`src/rtl/fetch_unit_pkg.sv`:
```
// rtl/fetch_unit_pkg.sv - shared constants and types for the fetch stage
//
// Purpose : enable/disable levels, instruction width, run/stop FSM encoding
//           and a word-alignment helper used by fetch_unit and its interface.
// Ports   : none (package).
package fetch_unit_pkg;

   localparam logic ENABLE  = 1'b1;
   localparam logic DISABLE = 1'b0;

   localparam int INS_W = 32;

   typedef enum logic {
      FETCH_RUN  = 1'b0,
      FETCH_STOP = 1'b1
   } fetch_state_e;

   // Clears the byte-offset bits so every fetch address is word aligned.
   function automatic logic [INS_W-1:0] align_word(input logic [INS_W-1:0] a);
      return a & ~32'h3;
   endfunction

endpackage

```
`src/rtl/fetch_unit_if.sv`:
```
// rtl/fetch_unit_if.sv - instruction-memory, redirect and decode-side signals of the fetch stage
//
// Purpose : bundles the request/grant memory port, the redirect/halt controls
//           and the valid/ready instruction output into one interface.
// Modports: master - the fetch unit (drives imem_req/imem_addr, ins_valid/ins/ins_pc)
//           slave  - the environment (memory, branch unit, decoder)
interface fetch_unit_if;
   import fetch_unit_pkg::*;

   logic             imem_req;
   logic [INS_W-1:0] imem_addr;
   logic             imem_gnt;
   logic             imem_rvalid;
   logic [INS_W-1:0] imem_rdata;
   logic             redirect_valid;
   logic [INS_W-1:0] redirect_pc;
   logic             halt;
   logic             ins_valid;
   logic             ins_ready;
   logic [INS_W-1:0] ins;
   logic [INS_W-1:0] ins_pc;

   modport master (
      output imem_req, imem_addr, ins_valid, ins, ins_pc,
      input  imem_gnt, imem_rvalid, imem_rdata, redirect_valid, redirect_pc, halt, ins_ready
   );

   modport slave (
      input  imem_req, imem_addr, ins_valid, ins, ins_pc,
      output imem_gnt, imem_rvalid, imem_rdata, redirect_valid, redirect_pc, halt, ins_ready
   );

endinterface

```
`src/rtl/fetch_unit_fifo.sv`:
```
// rtl/fetch_unit_fifo.sv - synchronous FIFO used for instruction buffering and in-flight PCs
//
// Purpose : DEPTH-entry FIFO (any DEPTH >= 1) with flush; flush beats push.
//           Push on a full FIFO is accepted only together with a pop.
// Ports   : i_clk, i_rst_n (async active-low)
//           i_push/i_wdata, i_pop, i_flush
//           o_rdata (head entry), o_count, o_full, o_empty
module fetch_fifo #(
   parameter  int DEPTH = 4,
   parameter  int WIDTH = 64,
   localparam int PTR_W = (DEPTH > 1) ? $clog2(DEPTH) : 1,
   localparam int CNT_W = $clog2(DEPTH + 1)
) (
   input  logic             i_clk,
   input  logic             i_rst_n,
   input  logic             i_push,
   input  logic [WIDTH-1:0] i_wdata,
   input  logic             i_pop,
   input  logic             i_flush,
   output logic [WIDTH-1:0] o_rdata,
   output logic [CNT_W-1:0] o_count,
   output logic             o_full,
   output logic             o_empty
);

   logic [WIDTH-1:0] r_mem [DEPTH];
   logic [PTR_W-1:0] r_wr_ptr;
   logic [PTR_W-1:0] r_rd_ptr;
   logic [CNT_W-1:0] r_count;
   logic             w_do_push;
   logic             w_do_pop;

   // Pointers wrap explicitly so non-power-of-two depths work too.
   function automatic logic [PTR_W-1:0] next_ptr(input logic [PTR_W-1:0] p);
      return (p == PTR_W'(DEPTH - 1)) ? '0 : p + PTR_W'(1);
   endfunction

   assign o_empty   = (r_count == '0);
   assign o_full    = (r_count == CNT_W'(DEPTH));
   assign o_count   = r_count;
   assign o_rdata   = r_mem[r_rd_ptr];
   assign w_do_pop  = i_pop && !o_empty;
   assign w_do_push = i_push && (!o_full || w_do_pop);

   always_ff @(posedge i_clk or negedge i_rst_n) begin
      if (!i_rst_n) begin
         r_wr_ptr <= '0;
         r_rd_ptr <= '0;
         r_count  <= '0;
         for (int i = 0; i < DEPTH; i++) begin
            r_mem[i] <= '0;
         end
      end else if (i_flush) begin
         r_wr_ptr <= '0;
         r_rd_ptr <= '0;
         r_count  <= '0;
      end else begin
         if (w_do_push) begin
            r_mem[r_wr_ptr] <= i_wdata;
            r_wr_ptr        <= next_ptr(r_wr_ptr);
         end
         if (w_do_pop) begin
            r_rd_ptr <= next_ptr(r_rd_ptr);
         end
         case ({w_do_push, w_do_pop})
            2'b10:   r_count <= r_count + CNT_W'(1);
            2'b01:   r_count <= r_count - CNT_W'(1);
            default: r_count <= r_count;
         endcase
      end
   end

endmodule

```
`src/rtl/fetch_unit.sv`:
```
// rtl/fetch_unit.sv - instruction fetch stage: sequential PCs, request/grant memory port, instruction buffer
//
// Purpose : issues word-aligned fetches to a variable-latency in-order memory,
//           buffers returned words with their PCs and hands them to decode over
//           valid/ready. A redirect flushes the buffer and squashes every
//           response still in flight (including one granted in the same cycle).
// Ports   : i_clk, i_rst_n (async active-low)
//           bus (fetch_unit_if.master): imem_req/addr/gnt, imem_rvalid/rdata,
//              redirect_valid/pc, halt, ins_valid/ready, ins, ins_pc
//           o_stat_fetched, o_stat_squashed - present only with FETCH_STATS_EN
// Options : `define FETCH_STATS_EN adds push/discard counters (wrap at 2^32).
module fetch_unit
   import fetch_unit_pkg::*;
#(
   parameter logic [31:0] RESET_PC        = 32'h0000_0000,
   parameter int          DEPTH           = 4,
   parameter int          MAX_OUTSTANDING = 2
) (
   input  logic        i_clk,
   input  logic        i_rst_n,
   fetch_unit_if.master bus
`ifdef FETCH_STATS_EN
   ,
   output logic [31:0] o_stat_fetched,
   output logic [31:0] o_stat_squashed
`endif
);

   localparam int FCNT_W = $clog2(DEPTH + 1);
   localparam int OUT_W  = $clog2(MAX_OUTSTANDING + 1);
   localparam int OCC_W  = FCNT_W + 1;

   fetch_state_e        r_state;
   fetch_state_e        w_state_nxt;
   logic [INS_W-1:0]    r_fetch_pc;
   logic [OUT_W-1:0]    r_squash_cnt;

   logic [FCNT_W-1:0]   w_fifo_count;
   logic                w_fifo_full;
   logic                w_fifo_empty;
   logic [2*INS_W-1:0]  w_fifo_rdata;
   logic [OUT_W-1:0]    w_outstanding;
   logic                w_pcq_full;
   logic                w_pcq_empty;
   logic [INS_W-1:0]    w_rsp_pc;
   logic [OCC_W-1:0]    w_occupancy;
   logic                w_req;
   logic                w_fire;
   logic                w_rsp;
   logic                w_fifo_push;
   logic                w_ins_valid;
   logic                w_pop;

   // Run/stop FSM: STOP only suppresses new requests; returning data still lands.
   always_ff @(posedge i_clk or negedge i_rst_n) begin
      if (!i_rst_n) begin
         r_state <= FETCH_RUN;
      end else begin
         r_state <= w_state_nxt;
      end
   end

   always_comb begin
      w_state_nxt = r_state;
      case (r_state)
         FETCH_RUN:  if (bus.halt)  w_state_nxt = FETCH_STOP;
         FETCH_STOP: if (!bus.halt) w_state_nxt = FETCH_RUN;
         default:    w_state_nxt = FETCH_RUN;
      endcase
   end

   // Buffer slots already promised: stored words plus live (non-squashed)
   // requests. Squashed ones will never be pushed, so they do not reserve space.
   assign w_occupancy = OCC_W'(w_fifo_count) + OCC_W'(w_outstanding - r_squash_cnt);

   // Gating with reset keeps the request low while reset is held.
   assign w_req = i_rst_n && (r_state == FETCH_RUN)
                  && (w_occupancy < OCC_W'(DEPTH)) && !w_pcq_full;
   assign w_fire = w_req && bus.imem_gnt;

   // A response with nothing in flight (e.g. a leftover from before reset) is ignored.
   assign w_rsp = bus.imem_rvalid && !w_pcq_empty;

   assign w_fifo_push = w_rsp && (r_squash_cnt == '0) && !bus.redirect_valid
                        && (!w_fifo_full || w_pop);
   assign w_ins_valid = (!w_fifo_empty && !bus.redirect_valid) ? ENABLE : DISABLE;
   assign w_pop       = w_ins_valid && bus.ins_ready;

   always_ff @(posedge i_clk or negedge i_rst_n) begin
      if (!i_rst_n) begin
         r_fetch_pc   <= align_word(RESET_PC);
         r_squash_cnt <= '0;
      end else if (bus.redirect_valid) begin
         r_fetch_pc   <= align_word(bus.redirect_pc);
         // Everything in flight after this edge belongs to the old path.
         r_squash_cnt <= w_outstanding + OUT_W'(w_fire) - OUT_W'(w_rsp);
      end else begin
         if (w_fire) begin
            r_fetch_pc <= r_fetch_pc + 32'd4;
         end
         if (w_rsp && (r_squash_cnt != '0)) begin
            r_squash_cnt <= r_squash_cnt - OUT_W'(1);
         end
      end
   end

   // In-flight PC queue: its occupancy is the outstanding count. Squashed
   // entries drain naturally as their responses return, so it is never flushed.
   fetch_fifo #(
      .DEPTH (MAX_OUTSTANDING),
      .WIDTH (INS_W)
   ) u_pc_queue (
      .i_clk   (i_clk),
      .i_rst_n (i_rst_n),
      .i_push  (w_fire),
      .i_wdata (r_fetch_pc),
      .i_pop   (w_rsp),
      .i_flush (1'b0),
      .o_rdata (w_rsp_pc),
      .o_count (w_outstanding),
      .o_full  (w_pcq_full),
      .o_empty (w_pcq_empty)
   );

   fetch_fifo #(
      .DEPTH (DEPTH),
      .WIDTH (2 * INS_W)
   ) u_ins_fifo (
      .i_clk   (i_clk),
      .i_rst_n (i_rst_n),
      .i_push  (w_fifo_push),
      .i_wdata ({w_rsp_pc, bus.imem_rdata}),
      .i_pop   (w_pop),
      .i_flush (bus.redirect_valid),
      .o_rdata (w_fifo_rdata),
      .o_count (w_fifo_count),
      .o_full  (w_fifo_full),
      .o_empty (w_fifo_empty)
   );

   assign bus.imem_req  = w_req;
   assign bus.imem_addr = r_fetch_pc;
   assign bus.ins_valid = w_ins_valid;
   assign bus.ins_pc    = w_fifo_rdata[2*INS_W-1:INS_W];
   assign bus.ins       = w_fifo_rdata[INS_W-1:0];

`ifdef FETCH_STATS_EN
   logic [31:0] r_stat_fetched;
   logic [31:0] r_stat_squashed;

   always_ff @(posedge i_clk or negedge i_rst_n) begin
      if (!i_rst_n) begin
         r_stat_fetched  <= '0;
         r_stat_squashed <= '0;
      end else begin
         if (w_fifo_push) begin
            r_stat_fetched <= r_stat_fetched + 32'd1;
         end
         if (bus.imem_rvalid && !w_fifo_push) begin
            r_stat_squashed <= r_stat_squashed + 32'd1;
         end
      end
   end

   assign o_stat_fetched  = r_stat_fetched;
   assign o_stat_squashed = r_stat_squashed;
`endif

endmodule
```
`src/flat_wrapper.sv`:
```
// flat-port wrapper written by rule: the top's interface ports become plain ports
module fetch_unit_flat import fetch_unit_pkg::*;
#(
   parameter logic [31:0] RESET_PC        = 32'h0000_0000,
   parameter int          DEPTH           = 4,
   parameter int          MAX_OUTSTANDING = 2
)
  (i_clk, i_rst_n, bus_imem_req, bus_imem_addr, bus_ins_valid, bus_ins, bus_ins_pc, bus_imem_gnt, bus_imem_rvalid, bus_imem_rdata, bus_redirect_valid, bus_redirect_pc, bus_halt, bus_ins_ready);
  fetch_unit_if bus_i ();
  input  logic i_clk;
  input  logic i_rst_n;
  output wire logic [$bits(bus_i.imem_req)-1:0] bus_imem_req;
  output wire logic [$bits(bus_i.imem_addr)-1:0] bus_imem_addr;
  output wire logic [$bits(bus_i.ins_valid)-1:0] bus_ins_valid;
  output wire logic [$bits(bus_i.ins)-1:0] bus_ins;
  output wire logic [$bits(bus_i.ins_pc)-1:0] bus_ins_pc;
  input wire logic [$bits(bus_i.imem_gnt)-1:0] bus_imem_gnt;
  input wire logic [$bits(bus_i.imem_rvalid)-1:0] bus_imem_rvalid;
  input wire logic [$bits(bus_i.imem_rdata)-1:0] bus_imem_rdata;
  input wire logic [$bits(bus_i.redirect_valid)-1:0] bus_redirect_valid;
  input wire logic [$bits(bus_i.redirect_pc)-1:0] bus_redirect_pc;
  input wire logic [$bits(bus_i.halt)-1:0] bus_halt;
  input wire logic [$bits(bus_i.ins_ready)-1:0] bus_ins_ready;
  assign bus_imem_req = bus_i.imem_req;
  assign bus_imem_addr = bus_i.imem_addr;
  assign bus_ins_valid = bus_i.ins_valid;
  assign bus_ins = bus_i.ins;
  assign bus_ins_pc = bus_i.ins_pc;
  assign bus_i.imem_gnt = bus_imem_gnt;
  assign bus_i.imem_rvalid = bus_imem_rvalid;
  assign bus_i.imem_rdata = bus_imem_rdata;
  assign bus_i.redirect_valid = bus_redirect_valid;
  assign bus_i.redirect_pc = bus_redirect_pc;
  assign bus_i.halt = bus_halt;
  assign bus_i.ins_ready = bus_ins_ready;
  fetch_unit #(.RESET_PC(RESET_PC), .DEPTH(DEPTH), .MAX_OUTSTANDING(MAX_OUTSTANDING)) u_core (.i_clk(i_clk), .i_rst_n(i_rst_n), .bus(bus_i));
endmodule
```
`config.mk`:
```
export PLATFORM = sky130hd
export DESIGN_NAME = fetch_unit_flat
export DESIGN_NICKNAME = d
export VERILOG_FILES = /design/src/rtl/fetch_unit_pkg.sv /design/src/rtl/fetch_unit_if.sv /design/src/rtl/fetch_unit_fifo.sv /design/src/rtl/fetch_unit.sv /design/src/flat_wrapper.sv
export SDC_FILE = /design/constraint.sdc
export NUM_CORES = 1
export LEC_CHECK = 0
export CORE_MARGIN = 2
export CORE_UTILIZATION = 60
export DETAILED_ROUTE_END_ITERATION = 12
export PLACE_DENSITY = 0.84
export SYNTH_ARGS = -nofsm -noshare
export SYNTH_HDL_FRONTEND = slang
export SYNTH_SLANG_ARGS = --single-unit
```
`constraint.sdc`:
```
create_clock -name i_clk -period 5.2 [get_ports i_clk]
set_input_delay 0.78 -clock i_clk [delete_from_list [all_inputs] [get_ports i_clk]]
set_output_delay 0.78 -clock i_clk [all_outputs]
set_load 0.01 [all_outputs]
```
## Word-level counts from Yosys, hierarchy flattened

Cells that the tools add are included.

| operators by class | value |
|---|---|
| $add $sub $neg | 14 |
| magnitude comparators | 7 |
| equal/unequal tests | 8 |
| mux-type cells | 29 |
| bitwise gates (word level) | 6 |
| reductions and logical operators | 36 |

Operator list:

| cell | count |
|---|---|
| bitwise mux 256 bit | 1 |
| 2-to-1 mux 32 bit | 6 |
| 2-to-1 mux 64 bit | 3 |
| binary-select mux 64 bit (select 2 bit) | 1 |
| demux 64 bit (select 2 bit) | 1 |
| bitwise mux 64 bit | 1 |
| adder 32 x 3 -> 32 bit, second input constant | 1 |
| demux 32 bit (select 1 bit) | 1 |
| logical AND 1 bit | 17 |
| 2-to-1 mux 2 bit | 8 |
| nonzero test 2 bit | 6 |
| == test 2 bit, second input constant | 5 |
| adder 2 x 1 -> 2 bit, second input constant | 3 |
| >= comparator 3 bit, second input constant | 2 |
| inverter 2 -> 3 bit | 2 |
| one-hot mux 3 bit (2 select lines) | 1 |
| logical NOT 1 bit | 5 |
| adder 3 x 4 -> 4 bit | 1 |
| == test 2 x 1 -> 1 bit, second input constant | 2 |
| >= comparator 2 bit, second input constant | 2 |
| logical NOT 2 bit | 2 |
| < comparator 4 x 3 -> 1 bit, second input constant | 1 |
| 2-to-1 mux 1 bit | 4 |
| inverter 1 -> 2 bit | 2 |
| other kinds (17) | 22 |

| word-level totals | value |
|---|---|
| register bits | 366 |
| input bits | 71 |
| output and inout port bits | 98 |
| logic and storage cells | 115 |

## Logic depth before layout (Yosys ltp)

| depth | value |
|---|---|
| depth in word-level cells | 11 |
| depth in mapped cells | 14 |

## Modules after synthesis

A second synthesis with hierarchy kept.

| second synthesis, totals | value |
|---|---|
| cells, all modules | 1133 |
| area, all modules | 18308.8 µm² |

By module, submodules not included:

| module | times used | cells an instance | area each (µm²) | seq. area each (µm²) |
|---|---|---|---|---|
| fetch_fifo (u_core.u_ins_fifo) | 1 | 685 | 12858.6 | 6581.3 |
| fetch_fifo (u_core.u_pc_queue) | 1 | 196 | 3126.7 | 1701.6 |
| fetch_unit | 1 | 252 | 2323.5 | 825.8 |

## Least setup slack after synthesis

OpenSTA, ideal clock, no wires.

| timing path | value |
|---|---|
| path kind | reg2out |
| from | register u_core.u_pc_queue.r_count[0] (netlist: u_core.u_pc_queue.o_count[0]) |
| to | output bus_imem_req |
| arrival time | 2.483 ns |
| data required time | 4.420 ns |
| setup slack | 1.937 ns |
| stages on the path, launching flop included | 10 |
| cells stage by stage | dfrtp_1 > inv_1 > ha_1 > inv_1 > fa_1 > ha_1 > and3b_1 > o21ai_1 > clkbuf_1 > a21oi_1 |

| between the ends | value |
|---|---|
| cells in the longest elaborated chain, start to end | 5 |
| elaborated cells between the ends (all ways) | 7 |

Ends and longest elaborated chain:

| item | line | source |
|---|---|---|
| start: declaration | fetch_unit_fifo.sv:29 | `logic [CNT_W-1:0] r_count;` |
| start signal: assignment | fetch_unit_fifo.sv:66 | `2'b10: r_count <= r_count + CNT_W'(1);` |
| start signal: assignment | fetch_unit_fifo.sv:67 | `2'b01: r_count <= r_count - CNT_W'(1);` |
| start signal: assignment | fetch_unit_fifo.sv:68 | `default: r_count <= r_count;` |
| subtractor 2 x 2 -> 3 bit | fetch_unit.sv:74 | `assign w_occupancy = OCC_W'(w_fifo_count) + OCC_W'(w_outstanding - r_squash_cnt);` |
| adder 3 x 4 -> 4 bit | fetch_unit.sv:74 |  |
| < comparator 4 x 3 -> 1 bit | fetch_unit.sv:78 | `&& (w_occupancy < OCC_W'(DEPTH)) && !w_pcq_full;` |
| logical AND 1 bit | fetch_unit.sv:78 |  |
| logical AND 1 bit * | fetch_unit.sv:78 |  |
| end: declaration | flat_wrapper.sv:12 | `output wire logic [$bits(bus_i.imem_req)-1:0] bus_imem_req;` |

Every way passes the cells marked *; elsewhere a longest branch is shown, timed or not.

## Final worst setup path

Ends and elaborated chain as after synthesis.

==> impl_metrics.py <==
metrics = {
    "hold_path": {
        "holdCritPathClass": "in -> async",
    },
    "cells_and_area": {
        "area_growth_pct": 19.8,
        "utilization_pct": 72.8,
        "drive_gt1_share_pct": 24.5,
        "post_layout_nonfiller_instances": 1728,
        "num_antenna_cells": 0,
        "layout_nets": 1452,
        "fillers": 1695,
    },
    "clock_network": {
        "tritoncts_clock_tree": "built",
        "clock_sink_count": 352,
        "htree_levels": 2,
        "cts.clk_slew.worst_paths_ns": 0.06,
        "cts.repair.resized": 0,
        "worstSkewPairLatency_ns": 0.51,
        "number_of_buffers_inserted_for_hold_repair_after_clock_tree_synthesis": 0,
        "tritoncts.num_buffers": 38,
        "clock_tree.buffer_depth": 3,
        "root_buffer": "sky130_fd_sc_hd__clkbuf_16",
        "post-cts-setup-buffer-count": 0,
    },
    "power_and_ir_drop": {
        "share_comb_of_total_power_pct": 32.5,
        "p_sw_mw": 2.94,
        "p_per_area_mw_per_mm2": 516,
        "internal-power_mw": 6.83,
        "swShare_pct": 30.1,
        "pwr-share-clk_pct": 27.5,
        "fin_total_pwr_mw": 9.77,
        "total_leakage_power_nw": 8.34,
        "reg_power_share_pct": 39.9,
        "irDropWorstVdd_v": 0.000520,
    },
    "logic_synthesis": {
        "post_synth_instance_area_mm2": 0.0158,
        "dominantRegCellSynth": "sky130_fd_sc_hd__dfrtp_1",
        "synth-seq-area-share_pct": 55.8,
        "synth-warning-count": 0,
        "asyncSetResetFlopFracSynth_pct": 100,
        "avgSynthCellArea_um2": 12.9,
        "synth_seq_cells": 352,
        "post_synth_inst_count": 1227,
        "synth_edf_count": 0,
        "synth_cell_types": 54,
    },
    "routing": {
        "wirelength_um": 35700,
        "vias": 10600,
        "detailedRoute.firstIterationViolations": 767,
        "via_per_instance_ratio": 6.13,
        "remaining_drc_errors": 0,
        "detail_route.wl_per_cell_um": 20.6,
        "dr.pass1.iters": 6,
        "drtAntennaViolNets": 0,
    },
    "timing": {
        "totalNegativeSetupSlack_ns": 0,
        "fin_worst_skew_ns": 0.0135,
        "fmax_mhz": 221,
        "final_setup_violations": 0,
        "hold_ws_ns": 0.168,
        "timing.final.hold_violations": 0,
        "timing.final.crit_share_pct": 87.2,
        "rsz0062_at_grt": "no",
        "report.final.slew_viol_count": 0,
        "finalWorstPathRequiredPeriod_ns": 4.53,
        "slew-limit-headroom_pct": 24.4,
        "worstMarginPinSlew_ns": 1.12,
    },
    "place": {
        "hpwl_um": 22300,
        "port_buffers": 162,
        "gp_congestion": 0.875,
        "placed_cells_incl_taps": 1663,
    },
    "global_route": {
        "grt_max_degree": 83,
        "first_global_vias": 11000,
        "antenna_found_initial": 0,
        "grt_pass1_wl_um": 58300,
        "globalRoute.totalOverflow": 0,
        "grt_use_total_pct": 26.2,
    },
    "critical_path": {
        "startpoint_type": "flip-flop",
        "crit_path_max_fanout": 18,
        "critical_path_required_ns": 4.42,
        "critical_path.endpoint_type": "primary output",
        "worst-r2r-cell-count": 11,
        "timing.critical_path.arrival_ns": 3.75,
        "critical_path_class": "reg -> out",
    },
    "floorplan": {
        "fp.dieH_um": 166,
        "core_area_mm2": 0.0260,
        "num_io_pins": 169,
        "fp-row-count": 59,
        "start_util_pct": 60.8,
        "dieWidth_um": 166,
        "design.die.area_mm2": 0.0276,
    },
    "job": {
        "max-cap-violations": 0,
    },
    "run_status": {
        "run_status": "completed",
    },
}
## logic make-up (layout without fill, tap and decap cells)
logic type	Yosys count	after routing	share of synthesized area, %
adder cells (fa/ha/maj)	13	13	1.12
AO/OA/AOI/OAI	191	191	6.97
flip-flops	352	352	55.8
buffers and inverters	103	266	2.92
XOR/XNOR	25	25	1.39
other	1	4	0.0237
AND/OR/NAND/NOR	255	255	7.21
multiplexers	287	287	24.6
## area by class of cell
| cell class | count | area, µm² | area share [%] |
|---|---|---|---|
| tap | 335 | 419 | 2.22 |
| sequential | 352 | 8810 | 46.6 |
| inverter | 20 | 75.1 | 0.397 |
| multi-input combinational | 775 | 6550 | 34.6 |
| clock inverter | 10 | 108 | 0.569 |
| timing repair buffer | 181 | 1800 | 9.52 |
| clock buffer | 55 | 1160 | 6.12 |
## worst max-delay path, stage by stage (launching register included)
cell,delay [ns]
sky130_fd_sc_hd__dfrtp_1,0.48
sky130_fd_sc_hd__inv_1,0.10
sky130_fd_sc_hd__ha_1,0.20
sky130_fd_sc_hd__inv_1,0.07
sky130_fd_sc_hd__fa_1,0.42
sky130_fd_sc_hd__ha_1,0.28
sky130_fd_sc_hd__and3b_1,0.18
sky130_fd_sc_hd__or3_1,0.66
sky130_fd_sc_hd__a21oi_1,0.28
sky130_fd_sc_hd__clkdlybuf4s50_1,0.56
## cells in the final DEF, fill, tap and decap left out, drive strengths merged, types with 8 or more instances in the layout
cell type	netlist	final
buf	46	21
inv	19	19
mux2i	37	37
mux2	188	188
nor2	151	151
xnor2	22	22
nand3	17	17
or4	8	8
dfrtp	352	352
mux4	62	62
o21ai	23	23
clkinv	1	9
a31oi	8	8
a211oi	8	8
clkbuf	37	55
ha	11	11
a21oi	126	126
nand2	34	34
clkdlybuf4s50	0	160
## flip-flops by register name, indices dropped and copies added, names as in the netlist
register	count
u_core.u_ins_fifo.r_wr_ptr	2
u_core.u_ins_fifo.r_rd_ptr	2
u_core.r_squash_cnt	2
u_core.bus.imem_addr	30
u_core.r_state	1
u_core.u_pc_queue.r_rd_ptr	1
u_core.u_pc_queue.o_count	2
u_core.u_ins_fifo.r_mem	248
u_core.u_ins_fifo.o_count	3
u_core.u_pc_queue.r_wr_ptr	1
u_core.u_pc_queue.r_mem	60
## metrics by stage
step	area [µm²]	setup slack (ns)
global placement	17700	1.28
global route	18900	0.536
finish	18900	0.665
detailed placement	17700	1.22
floorplan	15800	1.94
CTS	18900	0.688
## path summary, 6_finish.rpt
| kind | from | to | slack [ns] |
|---|---|---|---|
| max in group asynchronous | i_rst_n | u_core.u_ins_fifo.r_mem[237] | 2.82 |
| worst max register to register | u_core.u_pc_queue.o_count[0] | u_core.u_pc_queue.r_mem[51] | 1.12 |
| worst min-delay path | i_rst_n | u_core.u_ins_fifo.r_mem[83] | 0.17 |
| worst min register to register | u_core.u_ins_fifo.r_mem[93] | u_core.u_ins_fifo.r_mem[93] | 0.50 |
| worst max-delay path | u_core.u_pc_queue.o_count[0] | bus_imem_req | 0.67 |
| min in group i_clk | u_core.u_ins_fifo.r_mem[93] | u_core.u_ins_fifo.r_mem[93] | 0.50 |
## power groups by stage
stage / registers, mW / logic, mW / clock network, mW
5_1_grt: 3.98 / 3.41 / 2.85
6_report: 3.90 / 3.18 / 2.69
4_1_cts: 3.90 / 3.20 / 2.73
3_5_place_dp: 3.93 / 3.16 / 0
3_3_place_gp: 3.87 / 3.07 / 0
2_1_floorplan: 3.71 / 2.04 / 0
## synth_stat cells (all sizes together) (3+ instances only)
| library cell | instances | area, µm² |
|---|---|---|
| and2 | 5 | 31.3 |
| nor2 | 151 | 567 |
| nor2b | 7 | 43.8 |
| a22oi | 4 | 30.0 |
| mux4 | 62 | 1400 |
| nand2 | 34 | 128 |
| or3 | 6 | 37.5 |
| xnor2 | 22 | 193 |
| o21ai | 23 | 115 |
| or4b | 4 | 40.0 |
| nand3 | 17 | 85.1 |
| or4 | 8 | 60.1 |
| inv | 19 | 71.3 |
| mux2 | 188 | 2120 |
| clkbuf | 37 | 140 |
| a31oi | 8 | 50.1 |
| mux2i | 37 | 370 |
| nor3 | 6 | 30.0 |
| o31ai | 5 | 37.5 |
| nand4 | 7 | 43.8 |
| a21oi | 126 | 631 |
| dfrtp | 352 | 8810 |
| a2111oi | 6 | 78.8 |
| ha | 11 | 138 |
| xor2 | 3 | 26.3 |
| buf | 46 | 246 |
| a211oi | 8 | 60.1 |
## layer usage
| layer | global-route usage [%] | vias to the layer above | routed length, µm |
|---|---|---|---|
| met5 | 0 | - | 0 |
| met4 | 7.35 | 0 | 824 |
| met3 | 4.41 | 71 | 2150 |
| met2 | 43.2 | 396 | 17500 |
| met1 | 36.8 | 5444 | 15100 |
| li1 | - | 4690 | - |
No activity file was read; power rests on OpenSTA's default activity.
